## src/rtl/ps2_key_event_fifo.sv

```systemverilog
// PS/2 scan-code decoder (E0/F0 prefixes) feeding a show-ahead event FIFO.
// Optional typematic repeat filter enabled by defining PS2_TYPEMATIC_FILTER_EN.
module ps2_key_event_fifo #(
    parameter int unsigned DEPTH          = 8,
    parameter int unsigned PREFIX_TIMEOUT = 1000000
) (
    input  logic                     inclock,
    input  logic                     resetn,
    input  logic [7:0]               byte_in,
    input  logic                     byte_valid,
    input  logic                     rd_en,
    output logic [9:0]               event_data,
    output logic                     event_valid,
    output logic                     fifo_full,
    output logic [$clog2(DEPTH):0]   fifo_count,
    output logic                     overflow,
    output logic [9:0]               last_event
);

    localparam int unsigned AW      = (DEPTH > 1) ? $clog2(DEPTH) : 1;
    localparam int unsigned CW      = $clog2(DEPTH) + 1;
    localparam int unsigned TW      = (PREFIX_TIMEOUT > 1) ? $clog2(PREFIX_TIMEOUT + 1) : 1;
    localparam int unsigned TMO_LIM = (PREFIX_TIMEOUT == 0) ? 0 : PREFIX_TIMEOUT - 1;

    typedef enum logic [1:0] {IDLE, GOT_E0, GOT_F0, GOT_E0F0} state_t;

    state_t          state_q, state_d;
    logic [TW-1:0]   tmo_q, tmo_d;
    logic            tmo_hit;
    logic            cand, cand_ext, cand_brk;
    logic [9:0]      cand_ev;
    logic            emit;

    logic [9:0]      mem [DEPTH];
    logic [AW-1:0]   wr_ptr, rd_ptr;
    logic [CW-1:0]   count_q;
    logic            full_c, pop_c, push_c;

    assign tmo_hit = (PREFIX_TIMEOUT != 0) && (state_q != IDLE) && (tmo_q == TW'(TMO_LIM));
    assign cand_ev = {cand_ext, cand_brk, byte_in};

    // Decoder state register and prefix idle counter
    always_ff @(posedge inclock) begin
        if (!resetn) begin
            state_q <= IDLE;
            tmo_q   <= '0;
        end else begin
            state_q <= state_d;
            tmo_q   <= tmo_d;
        end
    end

    always_comb begin
        state_d  = state_q;
        tmo_d    = '0;
        cand     = 1'b0;
        cand_ext = 1'b0;
        cand_brk = 1'b0;
        if (byte_valid) begin
            case (byte_in)
                8'h00, 8'hFF: state_d = IDLE;
                8'hE0:        state_d = GOT_E0;
                8'hF0: begin
                    case (state_q)
                        IDLE:    state_d = GOT_F0;
                        GOT_E0:  state_d = GOT_E0F0;
                        default: state_d = state_q;
                    endcase
                end
                default: begin
                    cand     = 1'b1;
                    cand_ext = (state_q == GOT_E0) || (state_q == GOT_E0F0);
                    cand_brk = (state_q == GOT_F0) || (state_q == GOT_E0F0);
                    state_d  = IDLE;
                end
            endcase
        end else if (tmo_hit) begin
            state_d = IDLE;
        end else if ((state_q != IDLE) && (PREFIX_TIMEOUT != 0)) begin
            tmo_d = TW'(tmo_q + 1'b1);
        end
    end

`ifdef PS2_TYPEMATIC_FILTER_EN
    logic       held_valid;
    logic       held_ext;
    logic [7:0] held_code;
    logic       held_match;

    assign held_match = held_valid && (held_ext == cand_ext) && (held_code == byte_in);
    assign emit       = cand && !(held_match && !cand_brk);

    // Held key: repeated makes are suppressed until its break arrives
    always_ff @(posedge inclock) begin
        if (!resetn) begin
            held_valid <= 1'b0;
            held_ext   <= 1'b0;
            held_code  <= 8'h00;
        end else if (cand) begin
            if (!cand_brk) begin
                if (!held_match) begin
                    held_valid <= 1'b1;
                    held_ext   <= cand_ext;
                    held_code  <= byte_in;
                end
            end else if (held_match) begin
                held_valid <= 1'b0;
            end
        end
    end
`else
    assign emit = cand;
`endif

    assign full_c = (count_q == CW'(DEPTH));
    assign pop_c  = rd_en && (count_q != '0);
    assign push_c = emit && (!full_c || pop_c);

    // FIFO pointers, occupancy, sticky overflow and last emitted event
    always_ff @(posedge inclock) begin
        if (!resetn) begin
            wr_ptr     <= '0;
            rd_ptr     <= '0;
            count_q    <= '0;
            overflow   <= 1'b0;
            last_event <= 10'h000;
        end else begin
            if (push_c) wr_ptr <= AW'(wr_ptr + 1'b1);
            if (pop_c)  rd_ptr <= AW'(rd_ptr + 1'b1);
            case ({push_c, pop_c})
                2'b10:   count_q <= CW'(count_q + 1'b1);
                2'b01:   count_q <= CW'(count_q - 1'b1);
                default: count_q <= count_q;
            endcase
            if (emit && full_c && !pop_c) overflow <= 1'b1;
            if (emit) last_event <= cand_ev;
        end
    end

    // Storage is don't-care until written, so it carries no reset
    always_ff @(posedge inclock) begin
        if (resetn && push_c) mem[wr_ptr] <= cand_ev;
    end

    assign event_data  = mem[rd_ptr];
    assign event_valid = (count_q != '0);
    assign fifo_full   = full_c;
    assign fifo_count  = count_q;

endmodule

```

## config.mk

```make
export PLATFORM = sky130hd
export DESIGN_NAME = ps2_key_event_fifo
export DESIGN_NICKNAME = d
export VERILOG_FILES = /design/src/rtl/ps2_key_event_fifo.sv
export SDC_FILE = /design/constraint.sdc
export NUM_CORES = 1
export LEC_CHECK = 0
export BUFFER_PORTS_ARGS = -buffer_cell sky130_fd_sc_hd__buf_2
export CORE_MARGIN = 10
export CORE_UTILIZATION = 30
export DETAILED_ROUTE_END_ITERATION = 10
export GPL_ROUTABILITY_DRIVEN = 0
export SLEW_MARGIN = 10
export SYNTH_ARGS = -nofsm -noshare
export SYNTH_HDL_FRONTEND = slang
export SYNTH_SLANG_ARGS = --single-unit
```

## constraint.sdc

```tcl
create_clock -name inclock -period 4.25 [get_ports inclock]
set_clock_uncertainty 0.1 [all_clocks]
set_input_delay 0.2125 -clock inclock [delete_from_list [all_inputs] [get_ports inclock]]
set_output_delay 0.2125 -clock inclock [all_outputs]
set_load 0.005 [all_outputs]
```

==> load_flow_metrics.sql, run 1 <==
INSERT INTO impl_metrics (metric_group, metric, value, unit) VALUES
('worst_setup_path', 'timing.critical_path.from_type', 'input pin', ''),
('timing', 'final-hold-violation-count', '0', ''),
('global_route', 'grt_pass1_vias', '3218', ''),
('worst_setup_path', 'critical_path_cell_count', '13', ''),
('worst_setup_path', 'timing.critical_path.arrival', '2.96', 'ns'),
('worst_setup_path', 'worst_r2r_endpoint', 'fifo_count[3]', ''),
('floorplan', 'die_width', '152', 'um'),
('logic_synthesis', 'postSynth.topFlopCell', 'sky130_fd_sc_hd__edfxtp_1', ''),
('clock_tree', 'clk_latency', '0.42', 'ns'),
('run_status', 'outcome', 'complete, no violations', ''),
('logic_synthesis', 'syn_inst', '359', ''),
('placement', 'io_buffers', '38', ''),
('pwr', 'pwr_density', '529', 'nW/um^2'),
('timing', 'rsz0062_at_grt', 'false', ''),
('clock_tree', 'clkSinkCount', '126', ''),
('worst_setup_path', 'worstRegToRegCells', '10', ''),
('pwr', 'power.sequential.fraction', '0.424', ''),
('floorplan', 'coreArea', '17200', 'sq um'),
('detailed_routing', 'wl', '10900', 'um'),
('floorplan', 'rows', '48', ''),
('logic_synthesis', 'ys_seq_elements', '126', ''),
('cells_and_area', 'antenna_cell_count', '0', ''),
('logic_synthesis', 'netlist_area', '5240', 'sq um'),
('pwr', 'irDropWorstVdd', '0.000334', 'V'),
('worst_hold_path', 'whs_path_depth', '1', ''),
('floorplan', 'die_y', '152', 'um'),
('worst_setup_path', 'timing.critical_path.cells', 'dlygate4sd3_1 > buf_2 > and3_1 > a41o_1 > a21bo_2 > nand2_1 > inv_1 > ha_1 > a21o_1 > a21oi_1 > nor2_1 > mux2i_1 > mux2i_1', ''),
('timing', 'finalSetupTns', '0', 'ns'),
('placement', 'dp_cells', '621', ''),
('worst_setup_path', 'worstReg2RegStart', 'fifo_count[0]', ''),
('detailed_routing', 'dr.pass1.iters', '4', ''),
('worst_setup_path', 'worst_path_largest_cell_delay', '0.52', 'ns'),
('timing', 'max-slew-margin-rel', '0.357', ''),
('worst_setup_path', 'worstPathRequired', '4.50', 'ns'),
('worst_setup_path', 'reg2reg_setup_slack', '1.76', 'ns'),
('worst_setup_path', 'crit_fanout', '13', ''),
('logic_synthesis', 'ys.warnings.count', '0', ''),
('global_route', 'largest_net_degree_at_the_start_of_global_routing', '35', ''),
('pwr', 'swShare', '0.261', ''),
('cells_and_area', 'layout.cells.non_filler', '654', ''),
('logic_synthesis', 'synth.distinct_cells', '47', ''),
('cells_and_area', 'syn2layout_area_growth', '20.6', '%'),
('global_route', 'grt_first_pass_wirelength', '17800', 'um'),
('worst_hold_path', 'hold_class', 'in -> reg', ''),
('timing', 'fmax', '0.369', 'GHz'),
('worst_setup_path', 'cpMaxStageDelayCell', 'sky130_fd_sc_hd__dlygate4sd3_1', ''),
('pwr', 'p_sw', '872', 'uW'),
('placement', 'setup_slack_at_placement', '1.52', 'ns'),
('timing', 'worst_pin_slew', '0.963', 'ns'),
('timing', 'post-route-min-period', '2.71', 'ns'),
('logic_synthesis', 'synth_async_sr_flop_share', '0', ''),
('clock_tree', 'cts_made_buffers', '17', ''),
('floorplan', 'start_util', '0.305', ''),
('cells_and_area', 'num-fill-cells', '1655', ''),
('floorplan', 'ios', '39', ''),
('worst_setup_path', 'crit_buf_inv', '3', ''),
('detailed_routing', 'route.detailed.drc', '0', ''),
('placement', 'dp_hpwl', '7390', 'um'),
('timing', 'worst_slack', '1.54', 'ns'),
('worst_setup_path', 'endpoint_kind', 'register', ''),
('detailed_routing', 'viasPerCell', '4.62', ''),
('pwr', 'power.leakage', '0.00221', 'uW'),
('detailed_routing', 'detail_route.iter0.violations', '143', ''),
('pwr', 'power.share.clock', '0.409', ''),
('clock_tree', 'path_clk_slew', '0.06', 'ns'),
('timing', 'fin_worst_hold_slack', '0.0287', 'ns'),
('global_route', 'grt_util_all_layers', '0.0969', ''),
('floorplan', 'fp.dieArea', '23100', 'sq um'),
('logic_synthesis', 'synth_seq_area_share', '0.635', ''),
('timing', 'fin_crit_sh', '0.637', ''),
('logic_synthesis', 'synth_edf_count', '80', '');
-- cell usage after synthesis, types with 4 or more instances --
library cell | instances | share of area
sky130_fd_sc_hd__edfxtp_1 | 80 | 0.46
sky130_fd_sc_hd__dfxtp_1 | 46 | 0.18
sky130_fd_sc_hd__nand2_1 | 40 | 0.029
sky130_fd_sc_hd__mux4_2 | 20 | 0.086
sky130_fd_sc_hd__nor2_2 | 20 | 0.024
sky130_fd_sc_hd__xor2_1 | 14 | 0.023
sky130_fd_sc_hd__a21boi_1 | 13 | 0.019
sky130_fd_sc_hd__inv_1 | 10 | 0.0072
sky130_fd_sc_hd__mux2_2 | 10 | 0.022
sky130_fd_sc_hd__nand3_1 | 8 | 0.0076
sky130_fd_sc_hd__xnor2_1 | 8 | 0.013
sky130_fd_sc_hd__mux2i_1 | 7 | 0.013
sky130_fd_sc_hd__and3_1 | 6 | 0.0072
sky130_fd_sc_hd__and2_1 | 5 | 0.0060
sky130_fd_sc_hd__clkbuf_1 | 5 | 0.0036
sky130_fd_sc_hd__ha_1 | 5 | 0.012
sky130_fd_sc_hd__nand2b_1 | 5 | 0.0060
sky130_fd_sc_hd__nand4_1 | 5 | 0.0060
sky130_fd_sc_hd__nor2_1 | 5 | 0.0036
sky130_fd_sc_hd__nor3_1 | 5 | 0.0048
sky130_fd_sc_hd__nor4_1 | 5 | 0.0060
sky130_fd_sc_hd__buf_2 | 4 | 0.0038
-- through the flow --
step,instance area (sq um),power [uW]
6_report,6320,3340
3_5_place_dp,5740,2020
5_1_grt,6320,3500
3_3_place_gp,5740,2010
4_1_cts,6320,3400
2_1_floorplan,5240,1830
-- registers in the layout, indices dropped and copies added (netlist names), named ones only --
signal	flops
mem	80
tmo_q	20
last_event	10
fifo_count	4
rd_ptr	3
wr_ptr	3
state_q	2
overflow	1
-- cells in the final DEF, fill, tap and decap left out, types with 2 or more instances in the layout --
cell type	count
sky130_fd_sc_hd__a21boi_1	13
sky130_fd_sc_hd__a21oi_1	2
sky130_fd_sc_hd__and2_1	5
sky130_fd_sc_hd__and3_1	6
sky130_fd_sc_hd__buf_2	38
sky130_fd_sc_hd__buf_4	11
sky130_fd_sc_hd__clkbuf_16	17
sky130_fd_sc_hd__clkinv_2	4
sky130_fd_sc_hd__clkinv_4	3
sky130_fd_sc_hd__clkinvlp_4	2
sky130_fd_sc_hd__dfxtp_1	46
sky130_fd_sc_hd__edfxtp_1	80
sky130_fd_sc_hd__ha_1	5
sky130_fd_sc_hd__inv_1	10
sky130_fd_sc_hd__inv_6	4
sky130_fd_sc_hd__mux2_2	10
sky130_fd_sc_hd__mux2i_1	7
sky130_fd_sc_hd__mux4_2	20
sky130_fd_sc_hd__nand2_1	40
sky130_fd_sc_hd__nand2b_1	5
sky130_fd_sc_hd__nand3_1	8
sky130_fd_sc_hd__nand4_1	5
sky130_fd_sc_hd__nor2_1	5
sky130_fd_sc_hd__nor2_2	20
sky130_fd_sc_hd__nor2b_1	2
sky130_fd_sc_hd__nor3_1	5
sky130_fd_sc_hd__nor4_1	2
sky130_fd_sc_hd__nor4_2	6
sky130_fd_sc_hd__o21ai_1	3
sky130_fd_sc_hd__or2_1	2
sky130_fd_sc_hd__xnor2_1	8
sky130_fd_sc_hd__xor2_1	14
-- logic make-up (layout without fill, tap and decap cells) --
family,count (synthesis),in the layout,share of synthesized area
flip-flops,126,126,0.635
XOR/XNOR,22,22,0.0368
multiplexers,38,38,0.125
buffers and inverters,22,92,0.0196
AO/OA/AOI/OAI,28,28,0.0442
adder cells (fa/ha/maj),6,6,0.0158
AND/OR/NAND/NOR,117,117,0.124
-- worst register-to-register path, delay by kind of cell, from the launching register on --
kind / cells / cell delay [ns]
AND/OR/NAND/NOR: 4 / 0.91
multiplexers: 2 / 0.36
AO/OA/AOI/OAI: 2 / 0.34
flip-flops: 1 / 0.39
adder cells (fa/ha/maj): 1 / 0.26
buffers and inverters: 1 / 0.07
-- per-layer routing --
layer  track usage  share of wire  vias up
met5             0              0        -
met1         0.110           0.43     1530
met3        0.0336          0.037        9
met4        0.0335         0.0091        0
li1              -              -     1451
met2         0.166           0.53       34
-- power by group through the flow --
| stage | Clock (uW) | Combinational (uW) | Sequential [uW] |
|---|---|---|---|
| final | 1370 | 559 | 1420 |
| after global placement | 0 | 567 | 1440 |
| after CTS | 1400 | 579 | 1420 |
| after detailed placement | 0 | 575 | 1440 |
| after floorplan | 0 | 407 | 1420 |
| after global routing | 1450 | 620 | 1420 |
-- repair_timing --
action,4_1_cts,5_1_grt
setup buffers,0,0
endpoints found under the hold margin,8,0
hold buffers,1,0
-- area by class of cell --
| class | instances | area (sq um) | area share |
|---|---|---|---|
| Clock inverter | 15 | 138 | 0.0218 |
| Sequential cell | 126 | 3320 | 0.526 |
| Inverter | 10 | 37.5 | 0.00594 |
| Timing Repair Buffer | 50 | 283 | 0.0448 |
| Tap cell | 225 | 282 | 0.0446 |
| Multi-Input combinational cell | 211 | 1830 | 0.290 |
| Clock buffer | 17 | 425 | 0.0673 |
-- worst max path at each step --
stage	endpoint	slack, ns
final	fifo_count[3]	1.54
after detailed placement	fifo_count[3]	1.52
after global placement	fifo_count[3]	1.64
after CTS	fifo_count[3]	1.53
after floorplan	mem[0][0]	1.64
after global routing	fifo_count[3]	1.30
Note: power is estimated with default switching activity, not from simulation.
==> run 2: changes to the inputs <==
clock period = 2.2 ns   (was 4.25 ns; I/O delays follow)
==> load_flow_metrics.sql, run 2 (synthesis results as in run 1) <==
INSERT INTO impl_metrics (metric_group, metric, value, unit) VALUES
('run_status', 'outcome', 'complete, but fails checks', ''),
('run_status', 'failed_checks', 'setup timing', ''),
('worst_setup_path', 'worst_r2r_endpoint', 'fifo_count[3]', ''),
('pwr', 'irDropWorstVdd', '0.000580', 'V'),
('timing', 'rsz0062_at_grt', 'true', ''),
('clock_tree', 'htree_num_levels', '4', ''),
('floorplan', 'die_y', '152', 'um'),
('detailed_routing', 'avgRoutedWirePerCell', '17.2', 'um'),
('cells_and_area', 'finish.net_count', '471', ''),
('worst_hold_path', 'hold_class', 'in -> reg', ''),
('placement', 'io_buffers', '38', ''),
('cells_and_area', 'postLayoutCellArea', '6750', 'sq um'),
('cells_and_area', 'final_layout_size_suffix_gt1_frac', '0.399', ''),
('worst_setup_path', 'timing.critical_path.from_type', 'register', ''),
('clock_tree', 'path_clk_slew', '0.06', 'ns'),
('placement', 'dp_cells', '650', ''),
('floorplan', 'coreArea', '17200', 'sq um'),
('cells_and_area', 'max_reg_flops', '80', ''),
('flow_run', 'cap_viol_max_count', '0', ''),
('detailed_routing', 'dr.pass1.iters', '4', ''),
('pwr', 'power.leakage', '0.00242', 'uW'),
('clock_tree', 'cts_made_buffers', '17', ''),
('timing', 'report.final.setup_viol', '1', ''),
('detailed_routing', 'detail_route.iter0.violations', '193', ''),
('timing', 'timing.final.max_slew_violations', '0', ''),
('detailed_routing', 'antenna_left', '0', ''),
('worst_setup_path', 'worstPathRequired', '2.44', 'ns'),
('cells_and_area', 'layout.cells.non_filler', '692', ''),
('clock_tree', 'clkSinkCount', '126', ''),
('cells_and_area', 'mostFrequentLayoutCells', 'sky130_fd_sc_hd__edfxtp_1 (80), sky130_fd_sc_hd__dfxtp_1 (42), sky130_fd_sc_hd__nand2_1 (39), sky130_fd_sc_hd__buf_2 (38), sky130_fd_sc_hd__buf_4 (37)', ''),
('cells_and_area', 'syn2layout_area_growth', '28.9', '%'),
('detailed_routing', 'vias', '3200', ''),
('placement', 'setup_slack_at_placement', '-0.128', 'ns'),
('worst_setup_path', 'crit_fanout', '4', ''),
('worst_setup_path', 'worstReg2RegStart', 'fifo_count[1]', ''),
('timing', 'fin_crit_sh', '1.02', ''),
('detailed_routing', 'viasPerCell', '4.62', ''),
('global_route', 'grt_util_all_layers', '0.105', ''),
('worst_setup_path', 'timing.critical_path.arrival', '2.49', 'ns'),
('timing', 'fin_worst_hold_slack', '0.0127', 'ns'),
('timing', 'worst_slack', '-0.0536', 'ns'),
('timing', 'post-route-min-period', '2.25', 'ns'),
('timing', 'worst_pin_slew', '0.629', 'ns'),
('worst_setup_path', 'endpoint_kind', 'register', ''),
('worst_setup_path', 'worstRegToRegCells', '10', ''),
('placement', 'placement.cell_area', '6040', 'sq um'),
('clock_tree', 'clk_latency', '0.41', 'ns'),
('cells_and_area', 'largest_registers', 'mem x80, tmo_q x20, last_event x10', ''),
('pwr', 'pwr_density', '1020', 'nW/um^2'),
('timing', 'final-hold-violation-count', '0', ''),
('global_route', 'grt_pass1_vias', '3384', ''),
('global_route', 'grt_first_pass_wirelength', '18900', 'um'),
('global_route', 'antenna_found_initial', '1', ''),
('cells_and_area', 'post-route-util', '0.393', ''),
('floorplan', 'rows', '48', ''),
('worst_setup_path', 'endpoint', 'fifo_count[3]', ''),
('floorplan', 'fp.dieArea', '23100', 'sq um'),
('clock_tree', 'clock_tree_from_tritoncts', 'yes', ''),
('floorplan', 'start_util', '0.305', ''),
('global_route', 'grt_overflow_total', '0', ''),
('cells_and_area', 'final_common_cell', 'sky130_fd_sc_hd__edfxtp_1', ''),
('worst_setup_path', 'critical_path_class', 'reg -> reg', ''),
('timing', 'max-slew-margin-rel', '0.580', ''),
('detailed_routing', 'wl', '11900', 'um'),
('global_route', 'largest_net_degree_at_the_start_of_global_routing', '31', ''),
('placement', 'dp_hpwl', '8000', 'um'),
('floorplan', 'ios', '39', ''),
('timing', 'fmax', '0.444', 'GHz'),
('clock_tree', 'clockBufferDepth', '2', ''),
('cells_and_area', 'max_flop_register', 'mem', ''),
('worst_setup_path', 'timing.critical_path.from', 'fifo_count[1]', ''),
('detailed_routing', 'route.detailed.drc', '0', ''),
('worst_setup_path', 'reg2reg_setup_slack', '-0.05', 'ns'),
('clock_tree', 'root_buffer', 'sky130_fd_sc_hd__clkbuf_16', ''),
('floorplan', 'die_width', '152', 'um');
[run 2: worst max-delay path, cell delays in order, from the launching register on]
cell                      delay, ns
sky130_fd_sc_hd__dfxtp_4       0.35
sky130_fd_sc_hd__or4_4         0.53
sky130_fd_sc_hd__and2_4        0.16
sky130_fd_sc_hd__nand2_2       0.08
sky130_fd_sc_hd__inv_2         0.05
sky130_fd_sc_hd__ha_4          0.20
sky130_fd_sc_hd__a21o_1        0.16
sky130_fd_sc_hd__a21oi_2       0.14
sky130_fd_sc_hd__nor2_1        0.05
sky130_fd_sc_hd__mux2i_1       0.15
sky130_fd_sc_hd__mux2i_1       0.20
[run 2: worst min path at each step]
stage,startpoint,slack [ns],cells past startpoint,end
after global placement,byte_in[6],0.24,1,mem[6][6]
after CTS,byte_in[2],0.01,2,mem[3][2]
after floorplan,byte_in[0],0.11,0,mem[0][0]
final,byte_in[3],0.01,2,mem[6][3]
after detailed placement,byte_in[6],0.24,1,mem[6][6]
after global routing,byte_in[2],0.01,2,mem[0][2]
[run 2: power by group]
group          internal (uW)  total, uW  switching, uW
logic                    822       1450            625
clock network           1680       2720           1040
registers               2630       2710           79.1
[run 2: metal layers]
metal / up-vias / global-route usage / wire length, um
met4: 0 / 0.0316 / 119
met5: - / 0 / 0
li1: 1529 / - / -
met1: 1602 / 0.120 / 5070
met3: 15 / 0.0361 / 543
met2: 54 / 0.179 / 6200
[run 2: per-stage QoR]
step / total power (uW) / TNS (ns)
2_1_floorplan: 3560 / -11.16
3_3_place_gp: 4110 / -0.711
3_5_place_dp: 4140 / -2.85
4_1_cts: 6890 / -0.0554
5_1_grt: 7190 / -0.189
6_report: 6870 / -0.0536
[run 2: timing repair]
item	4_1_cts	5_1_grt
pin swaps	0	2
cloned	0	1
hold buffers	7	0
buffers inserted	0	1
hold endpoints to repair	42	0
resized for setup	4	3
setup endpoints to repair	16	5
[run 2: cell type report]
type,count,area (sq um)
fillers,1631,10400
flip-flops and latches,126,3340
multi-input cells,211,1870
repair buffers,87,634
clock buffers,17,425
well taps,225,282
clock inverters,15,160
inverters,10,37.5
diodes,1,2.50
==> run 3: changes to the inputs <==
PLACE_DENSITY = 0.57   (was unset)
==> load_flow_metrics.sql, run 3 (synthesis results as in run 1) <==
INSERT INTO impl_metrics (metric_group, metric, value, unit) VALUES
('run_status', 'outcome', 'complete, but fails checks', ''),
('run_status', 'failed_checks', 'setup timing', ''),
('detailed_routing', 'wl', '11700', 'um'),
('worst_setup_path', 'timing.critical_path.from_type', 'register', ''),
('worst_setup_path', 'critical_path_class', 'reg -> reg', ''),
('placement', 'dp_hpwl', '7840', 'um'),
('detailed_routing', 'avgRoutedWirePerCell', '17.1', 'um'),
('placement', 'io_buffers', '38', ''),
('worst_setup_path', 'crit_buf_inv', '1', ''),
('timing', 'rsz0062_at_grt', 'true', ''),
('clock_tree', 'root_buffer', 'sky130_fd_sc_hd__clkbuf_16', ''),
('detailed_routing', 'vias', '3160', ''),
('floorplan', 'coreArea', '17200', 'sq um'),
('detailed_routing', 'dr.pass1.iters', '4', ''),
('flow_run', 'cap_viol_max_count', '0', ''),
('cells_and_area', 'mostFrequentLayoutCells', 'sky130_fd_sc_hd__edfxtp_1 (80), sky130_fd_sc_hd__dfxtp_1 (43), sky130_fd_sc_hd__nand2_1 (39), sky130_fd_sc_hd__buf_2 (38), sky130_fd_sc_hd__buf_4 (32)', ''),
('clock_tree', 'clkSinkCount', '126', ''),
('worst_setup_path', 'worst_r2r_endpoint', 'fifo_count[3]', ''),
('global_route', 'antenna_found_initial', '0', ''),
('clock_tree', 'clk_latency', '0.42', 'ns'),
('cells_and_area', 'syn2layout_area_growth', '27.6', '%'),
('worst_setup_path', 'endpoint_kind', 'register', ''),
('cells_and_area', 'final_common_cell', 'sky130_fd_sc_hd__edfxtp_1', ''),
('worst_setup_path', 'critical-path-top-delay-family', 'simple AND/OR/NAND/NOR gates', ''),
('detailed_routing', 'detail_route.iter0.violations', '145', ''),
('pwr', 'irDropWorstVdd', '0.000500', 'V'),
('detailed_routing', 'viasPerCell', '4.62', ''),
('timing', 'report.final.setup_viol', '1', ''),
('detailed_routing', 'antenna_left', '0', ''),
('worst_setup_path', 'worstPathRequired', '2.45', 'ns'),
('timing', 'fin_worst_hold_slack', '0.0258', 'ns'),
('floorplan', 'fp.dieArea', '23100', 'sq um'),
('worst_setup_path', 'crit_fanout', '4', ''),
('pwr', 'power.leakage', '0.00238', 'uW'),
('clock_tree', 'path_clk_slew', '0.06', 'ns'),
('worst_setup_path', 'cpMaxStageDelayCell', 'sky130_fd_sc_hd__or4_4', ''),
('placement', 'dp_cells', '645', ''),
('floorplan', 'ios', '39', ''),
('worst_setup_path', 'reg2reg_setup_slack', '-0.02', 'ns'),
('cells_and_area', 'max_flop_register', 'mem', ''),
('timing', 'post-route-min-period', '2.22', 'ns'),
('global_route', 'grt_overflow_total', '0', ''),
('timing', 'worst_slack', '-0.0214', 'ns'),
('global_route', 'grt_pass1_vias', '3442', ''),
('worst_setup_path', 'critical_path_cell_count', '10', ''),
('global_route', 'largest_net_degree_at_the_start_of_global_routing', '30', ''),
('clock_tree', 'clockBufferDepth', '2', ''),
('timing', 'fmax', '0.450', 'GHz'),
('timing', 'final-hold-violation-count', '0', ''),
('cells_and_area', 'post-route-util', '0.389', ''),
('floorplan', 'rows', '48', ''),
('worst_hold_path', 'hold_class', 'in -> reg', ''),
('cells_and_area', 'largest_registers', 'mem x80, tmo_q x20, last_event x10', ''),
('cells_and_area', 'final_layout_size_suffix_gt1_frac', '0.397', ''),
('cells_and_area', 'max_reg_flops', '80', ''),
('clock_tree', 'cts_made_buffers', '17', ''),
('worst_setup_path', 'endpoint', 'fifo_count[3]', ''),
('worst_setup_path', 'worstRegToRegCells', '10', ''),
('clock_tree', 'clock_tree_from_tritoncts', 'yes', ''),
('floorplan', 'die_y', '152', 'um'),
('pwr', 'pwr_density', '1020', 'nW/um^2'),
('global_route', 'grt_util_all_layers', '0.104', ''),
('floorplan', 'start_util', '0.305', ''),
('detailed_routing', 'route.detailed.drc', '0', ''),
('timing', 'timing.final.max_slew_violations', '0', ''),
('timing', 'fin_crit_sh', '1.01', ''),
('timing', 'max-slew-margin-rel', '0.580', ''),
('worst_setup_path', 'worstReg2RegStart', 'fifo_count[0]', ''),
('pwr', 'report.power.total', '6820', 'uW'),
('cells_and_area', 'finish.net_count', '464', ''),
('global_route', 'grt_first_pass_wirelength', '19000', 'um'),
('worst_setup_path', 'timing.critical_path.from', 'fifo_count[0]', ''),
('floorplan', 'die_width', '152', 'um'),
('worst_setup_path', 'timing.critical_path.cells', 'or4_4 > and2_4 > nand2_2 > inv_2 > ha_4 > a21o_1 > a21oi_2 > and2_1 > mux2i_1 > mux2i_1', ''),
('worst_setup_path', 'critical-path-top-cell-by-count', 'sky130_fd_sc_hd__mux2i_1', ''),
('cells_and_area', 'antenna_cell_count', '0', ''),
('cells_and_area', 'layout.cells.non_filler', '684', ''),
('worst_setup_path', 'timing.critical_path.arrival', '2.47', 'ns'),
('worst_setup_path', 'worst_path_largest_cell_delay', '0.54', 'ns'),
('clock_tree', 'htree_num_levels', '4', ''),
('timing', 'worst_pin_slew', '0.630', 'ns');
run 3: timing repair:
item	in CTS	in global routing
resized for setup	2	5
pin swaps	1	0
hold buffers	5	0
endpoints found under the hold margin	34	0
setup buffers	1	0
cloned	0	1
setup endpoints to repair	11	36
run 3: per-layer routing:
metal | vias to the layer above | share of wire | track usage
met3 | 8 | 0.046 | 0.0316
met2 | 60 | 0.48 | 0.162
li1 | 1515 | - | -
met1 | 1577 | 0.47 | 0.134
met5 | - | 0 | 0
met4 | 0 | 0.0073 | 0.0367
run 3: worst min path at each step:
stage	startpoint	end	cells after the start
3_3_place_gp	resetn	wr_ptr[2]	3
6_report	byte_in[2]	mem[1][2]	2
3_5_place_dp	last_event[3]	last_event[3]	2
4_1_cts	byte_in[0]	mem[7][0]	2
5_1_grt	byte_in[0]	mem[7][0]	2
2_1_floorplan	byte_in[0]	mem[0][0]	0
run 3: layout make-up:
| type | instances | area, sq um |
|---|---|---|
| Clock inverter | 15 | 150 |
| Tap cell | 225 | 282 |
| Multi-Input combinational cell | 211 | 1880 |
| Timing Repair Buffer | 80 | 577 |
| Clock buffer | 17 | 425 |
| Sequential cell | 126 | 3330 |
| Fill cell | 1632 | 10500 |
| Inverter | 10 | 37.5 |
run 3: power by group:
part / internal (uW) / switching [uW]
sequential: 2620 / 84.6
combinational: 796 / 614
clock: 1590 / 1110
total: 5010 / 1810
run 3: through the flow:
step	area, sq um	setup slack [ns]	TNS [ns]
finish	6680	-0.0214	-0.0214
floorplan	5270	-0.308	-11.16
global route	6680	-0.136	-0.136
detailed placement	6000	-0.175	-5.81
global placement	6000	-0.0841	-3.40
CTS	6640	-0.0380	-0.0380
